[src/rtl/serial_byte_loader_pkg.sv]
// Shared definitions for the serial byte loader and its frame tracker.
// Loader states, frame length and default memory geometry.
package serial_byte_loader_pkg;

  localparam int WORD_COUNT_DEF = 32;
  localparam int ADDR_W_DEF     = 5;
  localparam int FRAME_LEN      = 8;
  localparam int BIT_W          = $clog2(FRAME_LEN);

  typedef enum logic [1:0] {
    IDLE,
    WAIT,
    SHIFT,
    DONE
  } loader_state_t;

endpackage

[src/rtl/serial_byte_loader_frame_tracker.sv]
// Follows the circulating memory's bit frame and word rotation so writes can be
// aligned to the frame in which the target word sits in the write window.
module serial_frame_tracker
  import serial_byte_loader_pkg::*;
#(
  parameter int WORD_COUNT = WORD_COUNT_DEF,
  parameter int ADDR_W     = ADDR_W_DEF
) (
  input  logic              clk,
  input  logic              reset,
  output logic [BIT_W-1:0]  bit_cnt,
  output logic [ADDR_W-1:0] slot_ptr,
  output logic              frame_last,
  output logic [ADDR_W-1:0] next_slot
);

  logic [BIT_W-1:0]  bit_cnt_reg;
  logic [ADDR_W-1:0] slot_ptr_reg;

  assign bit_cnt    = bit_cnt_reg;
  assign slot_ptr   = slot_ptr_reg;
  assign frame_last = (bit_cnt_reg == BIT_W'(FRAME_LEN - 1));
  assign next_slot  = (slot_ptr_reg == ADDR_W'(WORD_COUNT - 1)) ? '0
                                                                : slot_ptr_reg + ADDR_W'(1);

  always_ff @(posedge clk) begin
    if (reset) begin
      bit_cnt_reg  <= '0;
      slot_ptr_reg <= '0;
    end else begin
      bit_cnt_reg <= bit_cnt_reg + BIT_W'(1);
      if (frame_last) slot_ptr_reg <= next_slot;
    end
  end

endmodule

[src/rtl/serial_byte_loader.sv]
// Feeds (address, byte) writes into the circulating serial memory, one full frame per request.
// Optional whole-memory fill is enabled with the SERIAL_LOADER_FILL_EN macro.
module serial_byte_loader
  import serial_byte_loader_pkg::*;
#(
  parameter int WORD_COUNT = WORD_COUNT_DEF,
  parameter int ADDR_W     = ADDR_W_DEF
) (
  input  logic              clk,
  input  logic              reset,
  input  logic              wr_valid,
  output logic              wr_ready,
  input  logic [ADDR_W-1:0] wr_addr,
  input  logic [7:0]        wr_data,
`ifdef SERIAL_LOADER_FILL_EN
  input  logic              fill_req,
`endif
  output logic              mem_write,
  output logic              mem_din,
  output logic              busy,
  output logic              done
);

  loader_state_t     state_reg, state_next;
  logic [ADDR_W-1:0] addr_reg, addr_next;
  logic [7:0]        data_reg, data_next;
  logic [BIT_W-1:0]  bit_cnt;
  logic [ADDR_W-1:0] slot_ptr_unused;
  logic [ADDR_W-1:0] next_slot;
  logic              frame_last;
  logic              fill_start, fill_mode, fill_more;

  serial_frame_tracker #(
    .WORD_COUNT(WORD_COUNT),
    .ADDR_W    (ADDR_W)
  ) u_tracker (
    .clk       (clk),
    .reset     (reset),
    .bit_cnt   (bit_cnt),
    .slot_ptr  (slot_ptr_unused),
    .frame_last(frame_last),
    .next_slot (next_slot)
  );

  // Out-of-range addresses only exist for non-power-of-two memories.
  function automatic logic [ADDR_W-1:0] wrap_addr(input logic [ADDR_W-1:0] a);
    if (int'(a) >= WORD_COUNT) return ADDR_W'(int'(a) - WORD_COUNT);
    return a;
  endfunction

`ifdef SERIAL_LOADER_FILL_EN
  logic              fill_reg;
  logic [ADDR_W-1:0] fill_cnt_reg;

  always_ff @(posedge clk) begin
    if (reset) begin
      fill_reg     <= 1'b0;
      fill_cnt_reg <= '0;
    end else begin
      if (state_reg == IDLE) fill_reg <= fill_req;
      if (state_reg != SHIFT) fill_cnt_reg <= '0;
      else if (frame_last)   fill_cnt_reg <= fill_cnt_reg + ADDR_W'(1);
    end
  end

  assign fill_start = fill_req;
  assign fill_mode  = fill_reg;
  assign fill_more  = fill_reg && (fill_cnt_reg != ADDR_W'(WORD_COUNT - 1));
`else
  assign fill_start = 1'b0;
  assign fill_mode  = 1'b0;
  assign fill_more  = 1'b0;
`endif

  always_ff @(posedge clk) begin
    if (reset) begin
      state_reg <= IDLE;
      addr_reg  <= '0;
      data_reg  <= '0;
    end else begin
      state_reg <= state_next;
      addr_reg  <= addr_next;
      data_reg  <= data_next;
    end
  end

  // Outputs depend on registered state only, so the memory sees stable pins at its edge.
  always_comb begin
    state_next = state_reg;
    addr_next  = addr_reg;
    data_next  = data_reg;
    wr_ready   = 1'b0;
    busy       = 1'b1;
    done       = 1'b0;
    mem_write  = 1'b0;
    mem_din    = 1'b0;
    case (state_reg)
      IDLE: begin
        wr_ready = 1'b1;
        busy     = 1'b0;
        if (fill_start) begin
          data_next  = wr_data;
          state_next = WAIT;
        end else if (wr_valid) begin
          addr_next  = wrap_addr(wr_addr);
          data_next  = wr_data;
          state_next = WAIT;
        end
      end
      WAIT: begin
        if (frame_last && (fill_mode || next_slot == addr_reg)) state_next = SHIFT;
      end
      SHIFT: begin
        mem_write = 1'b1;
        mem_din   = data_reg[bit_cnt];
        if (frame_last && !fill_more) state_next = DONE;
      end
      DONE: begin
        done       = 1'b1;
        state_next = IDLE;
      end
      default: state_next = IDLE;
    endcase
  end

endmodule

[config.mk]
export PLATFORM = sky130hd
export DESIGN_NAME = serial_byte_loader
export DESIGN_NICKNAME = d
export VERILOG_FILES = /design/src/rtl/serial_byte_loader_pkg.sv /design/src/rtl/serial_byte_loader_frame_tracker.sv /design/src/rtl/serial_byte_loader.sv
export SDC_FILE = /design/constraint.sdc
export NUM_CORES = 1
export LEC_CHECK = 0
export BUFFER_PORTS_ARGS = -buffer_cell sky130_fd_sc_hd__buf_2
export CELL_PAD_IN_SITES_DETAIL_PLACEMENT = 0
export CELL_PAD_IN_SITES_GLOBAL_PLACEMENT = 2
export CORE_MARGIN = 10
export CORE_UTILIZATION = 34
export DETAILED_ROUTE_END_ITERATION = 8
export GPL_TIMING_DRIVEN = 0
export PLACE_DENSITY_LB_ADDON = 0.12
export RECOVER_POWER = 50
export SYNTH_ARGS = -nofsm -noshare
export SYNTH_HDL_FRONTEND = slang
export SYNTH_SLANG_ARGS = --single-unit
[constraint.sdc]
create_clock -name clk -period 4.4 [get_ports clk]
set_input_delay 0.22 -clock clk [delete_from_list [all_inputs] [get_ports clk]]
set_output_delay 0.22 -clock clk [all_outputs]
set_load 0.02 [all_outputs]
# Yosys cells after proc, flatten, opt, wreduce, memory -nomap -nowiden
# Cells that the tools add are included.
word_totals:
  reg_bits: 23
  elab_cells: 33
classes:
  add_sub_neg: 2
  n_lt_le_gt_ge: 1
  eq_ne: 9
  mux: 12
  n_reduce_logical: 4
op_table:
  columns: ["op", "n"]
  rows:
  - ["$pmux 2 s4", 1]
  - ["$mux 1", 6]
  - ["$mux 2", 3]
  - ["$ne 2x2->1 const B", 3]
  - ["$add 5x1->5 const B", 1]
  - ["$eq 5x5->1", 1]
  - ["$eq 5x5->1 const B", 1]
  - ["$mux 5", 1]
  - ["$eq 2x2->1 const B", 2]
  - ["$lt 3x4->1 const B", 1]
  - ["$add 3x1->3 const B", 1]
  - ["$bmux 1 s3", 1]
  - ["$eq 3x3->1 const B", 1]
  - ["$reduce_and 3->1", 1]
  - ["$eq 2x1->1 const B", 1]
  - ["$logic_not 2->1", 1]
  - ["$reduce_and 2->1", 1]
  - ["$logic_and 1x1->1", 1]

# Depth between registers and ports, before layout
logic_depth:
  ltp_word: 6
  mapped_depth: 8
  mapped_depth_nobuf: 8

# Modules after synthesis
# From an unflattened synthesis, not the netlist that was laid out.
unflattened:
  cells_unflattened: 133
  area_unflattened_um2: 1148.6
modules_own_cells:
  columns: ["mod", "n_inst", "cells_each", "area_per_inst_um2", "seq_area_each_um2"]
  rows:
  - ["serial_byte_loader", 1, 96, 792.0, 300.3]
  - ["serial_frame_tracker", 1, 37, 356.6, 160.2]

# Least setup slack after synthesis
# Ideal clock, no wire load.
synth_path:
  kind: "register to register"
  startpoint: "register u_tracker.slot_ptr_reg[0], in the netlist u_tracker.slot_ptr[0]"
  endpoint: "register state_reg[0]"
  setup_ns: 0.124
  t_arrival_ns: 1.740
  slack_ns: 2.536
  path_stages_with_launch: 9
  path_buffers: 0
  synth_period_minus_slack_ns: 1.864
  cell_sequence: "dfxtp_1 ha_1 and3_2 ha_1 nor2_1 xor2_1 nor4_2 a31oi_2 mux2i_1"
synth_via:
  elab_chain_cells: 6
synth_rtl:
  columns: ["element", "line", "source"]
  rows:
  - ["start: declaration", "serial_byte_loader_frame_tracker.sv:18", "logic [ADDR_W-1:0] slot_ptr_reg;"]
  - ["start signal: assignment", "serial_byte_loader_frame_tracker.sv:32", "if (frame_last) slot_ptr_reg <= next_slot;"]
  - ["$add 5x1->5 or $eq 5x5->1 (tied branches)", "serial_byte_loader_frame_tracker.sv:24, serial_byte_loader_frame_tracker.sv:23", null]
  - ["$mux 5 (*)", "serial_byte_loader_frame_tracker.sv:23", "assign next_slot = (slot_ptr_reg == ADDR_W'(WORD_COUNT - 1)) ? '0"]
  - ["$eq 5x5->1 (*)", "serial_byte_loader.sv:111", "if (frame_last && (fill_mode || next_slot == addr_reg)) state_next = SHIFT;"]
  - ["$logic_and 1x1->1 (*)", "serial_byte_loader.sv:111", null]
  - ["$ne 2x2->1 (no source line) (*)", null, null]
  - ["$reduce_and 3->1 (no source line) (*)", null, null]
  - ["end signal: assignment", "serial_byte_loader.sv:81", "state_reg <= state_next;"]
  - ["end: declaration", "serial_byte_loader.sv:24", "loader_state_t state_reg, state_next;"]
# Mark *: on every way between the ends. The rest lies on a longest branch, timed or not.
# A chain may end at the register's enable or synchronous reset.

# Worst setup path after layout
layout_path:
  startpoint: "register u_tracker.slot_ptr_reg[0], in the netlist u_tracker.slot_ptr[0]"
  endpoint: "register state_reg[1]"
# The elaborated chain is that of the path after synthesis.

==> impl_metrics.csv <==
group,metric,value,unit
cells_and_area,final_nets,177,
logic_synthesis,netlist_top_cells_area,"dfxtp_1 41%, nand2_1 9.1%, ha_1 8.9%",
setup_path,rrSetupSlack,2.33,ns
setup_path,path_class,"reg2reg",
drt,vias,888,
die,placement_rows,20,
sta,timing.hold.ws,0.105,ns
setup_path,reg2regPathDepth,8,
pwr,seqPwrFrac,46.6,%
drt,dr.pass1.iters,4,
setup_path,required,4.63,ns
logic_synthesis,yosysSeqAreaShare,41.1,%
logic_synthesis,yosys.area.top_type,"dfxtp_1",
pwr,power_density,436,nW/µm²
placement,port_buffers,20,
sta,maxSlewViolCount,0,
clock_network,ctsResizeCount,0,
setup_path,startpoint,"u_tracker.slot_ptr[0]",
placement,gp_routability_congestion,0.727,
clock_network,cts_setup_buffers,0,
logic_synthesis,async_flop_share,0,%
die,die-area,5990,µm²
global_route,grt_use_total,8.62,%
sta,tightestPinTransition,0.486,ns
clock_network,insertion_delay,0.33,ns
logic_synthesis,yosys_warnings,0,
placement,dp.cells,192,
logic_synthesis,synth_edf_count,0,
drt,vias_per_cell,4.53,
clock_network,cts_sinks,23,
flow_run,cap_violations,0,
sta,rsz0062_at_grt,"false",
logic_synthesis,syn_area,1120,µm²
setup_path,r2r_start,"u_tracker.slot_ptr[0]",
setup_path,cp.arrival,2.30,ns
sta,finalHoldViolCount,0,
drt,drc,0,
cells_and_area,largest_reg_flops,8,
clock_network,cts_hold_buf,0,
logic_synthesis,ys_ff_latch,23,
sta,setup_viol,0,
setup_path,worstReg2RegEnd,"state_reg[1]",
logic_synthesis,netlist.area_leader.share,41.1,%
sta,finalClockSkew,0.00234,ns
cells_and_area,antenna_cells,0,
die,io_pins,21,
clock_network,h-tree-depth,1,
die,fp.coreArea,3100,µm²
logic_synthesis,yosysMostFrequentCell,"nand2_1",
pwr,intPower,0.000347,W
pwr,switching_share,38.4,%
sta,max_freq,483,MHz
clock_network,clockBufferDepth,2,
pwr,cellLeakagePower,0.542,nW
setup_path,endpoint_kind,"register",
pwr,total_power,0.000564,W
clock_network,cts_tree,"yes",
die,start_util,36.1,%
hold_path,worstHoldStart,"reset",
cells_and_area,utilization,41.7,%
clock_network,clk_pin_slew_worst_paths,0.14,ns
global_route,grt_max_degree,14,
setup_path,cp-start-kind,"register",
sta,finalSetupTns,0,ns
sta,layout_min_cycle_time,2.07,ns
global_route,grt_overflow,0,
drt,wl_per_cell,12.7,µm
cells_and_area,area_delta_synth_final,15.6,%
clock_network,cts_buffers,3,
die,die_h,77.4,µm
cells_and_area,drive_gt1_share,17.1,%
logic_synthesis,synth.lib_cells_used.distinct,24,
cells_and_area,final_cell_count_no_fill,196,
pwr,clockPowerShare,18.8,%
drt,first_iter_violations,14,
placement,dpl.hpwl,1970,µm
logic_synthesis,synth_nets,152,
clock_network,clockRootBuffer,"clkbuf_4",
pwr,switchingPower,0.000217,W
run_status,status,"finished, final reports clean",
drt,routed_wl,2480,µm
pwr,ir_worst_vdd,0.126,mV
sta,slew_headroom,67.6,%
global_route,grt_pass1_vias,918,
global_route,grt_pass1_wl,4280,µm
pwr,pwr-share-comb,34.7,%
logic_synthesis,synth_top_flop_cell,"dfxtp_1",
setup_path,cp-endpoint,"state_reg[1]",
logic_synthesis,syn-mean-instance-area,8.75,µm²
logic_synthesis,netlist_instances,128,
logic_synthesis,ys_top_cells_by_count,"27 x nand2_1, 23 x dfxtp_1, 15 x a21oi_1",
sta,min_period_over_period,47.0,%
setup_path,crit_fanout,7,
die,die_w,77.4,µm
drt,drtAntennaViolNets,0,
global_route,antenna_found_initial,0,
hold_path,hold_path_class,"in2reg",
==> cell type report <==
class	count	area (µm²)
well taps	44	55.1
clock inverters	1	5.00
plain buffers	5	18.8
clock buffers	3	22.5
flip-flops and latches	23	460
repair buffers	20	95.1
fillers	352	1810
multi-input cells	95	619
inverters	5	18.8
==> power by group through the flow <==
stage	clock network, W	logic (W)	registers [W]
2_1_floorplan	0	0.000151	0.000261
3_3_place_gp	0	0.000202	0.000267
3_5_place_dp	0	0.000206	0.000269
4_1_cts	0.000111	0.000207	0.000263
5_1_grt	0.000117	0.000223	0.000268
6_report	0.000106	0.000196	0.000263
==> worst min-delay path by stage <==
stage / slack [ns] / depth (start not counted) / end
after floorplan: 0.29 / 1 / u_tracker.bit_cnt[1]
after global placement: 0.44 / 2 / data_reg[4]
after detailed placement: 0.45 / 2 / data_reg[5]
after CTS: 0.10 / 3 / addr_reg[3]
after global routing: 0.11 / 3 / addr_reg[0]
final: 0.10 / 2 / u_tracker.bit_cnt[1]
==> worst max-delay path: stages (launching register included) <==
cell and delay [ns]:
dfxtp_1 0.45, ha_1 0.24, and3_2 0.20, ha_1 0.26, nor2_1 0.08, xor2_1 0.15, nor4_2 0.29, a31oi_2 0.17
mux2i_1 0.14
==> through the flow <==
step	area [µm²]	worst slack, ns
2_1_floorplan	1120	2.54
3_3_place_gp	1270	2.36
3_5_place_dp	1270	2.35
4_1_cts	1300	2.31
5_1_grt	1290	2.18
6_report	1290	2.33
==> cells in the final DEF (no fill, tap or decap), types with 4 or more instances in the layout <==
cell type  instances
dfxtp_1           23
clkbuf_1           9
a21oi_1           15
buf_2             16
ha_1               8
nand2_1           27
nor2b_1            4
inv_1              5
nand2b_1           4
mux2i_1            6
nor2_1            12
xor2_1             4
==> cells by family after synthesis <==
family,after synthesis,share of synthesized area [%]
and+or+nand+nor,51,21.0
DFF,23,41.1
buffers and inverters,10,3.57
xor gates and xnor gates,6,4.69
muxes,8,9.39
AOI/OAI and AO/OA,22,11.3
adders and majority gates,8,8.94
==> metal layers <==
metal | vias to the layer above | track usage, % | wire length, µm
li1 | 474 | - | -
met1 | 393 | 11.3 | 1190
met2 | 17 | 13.0 | 1140
met3 | 4 | 2.76 | 125
met4 | 0 | 2.74 | 33
met5 | - | 0 | 0
Note: power is estimated with default switching activity, not from simulation.
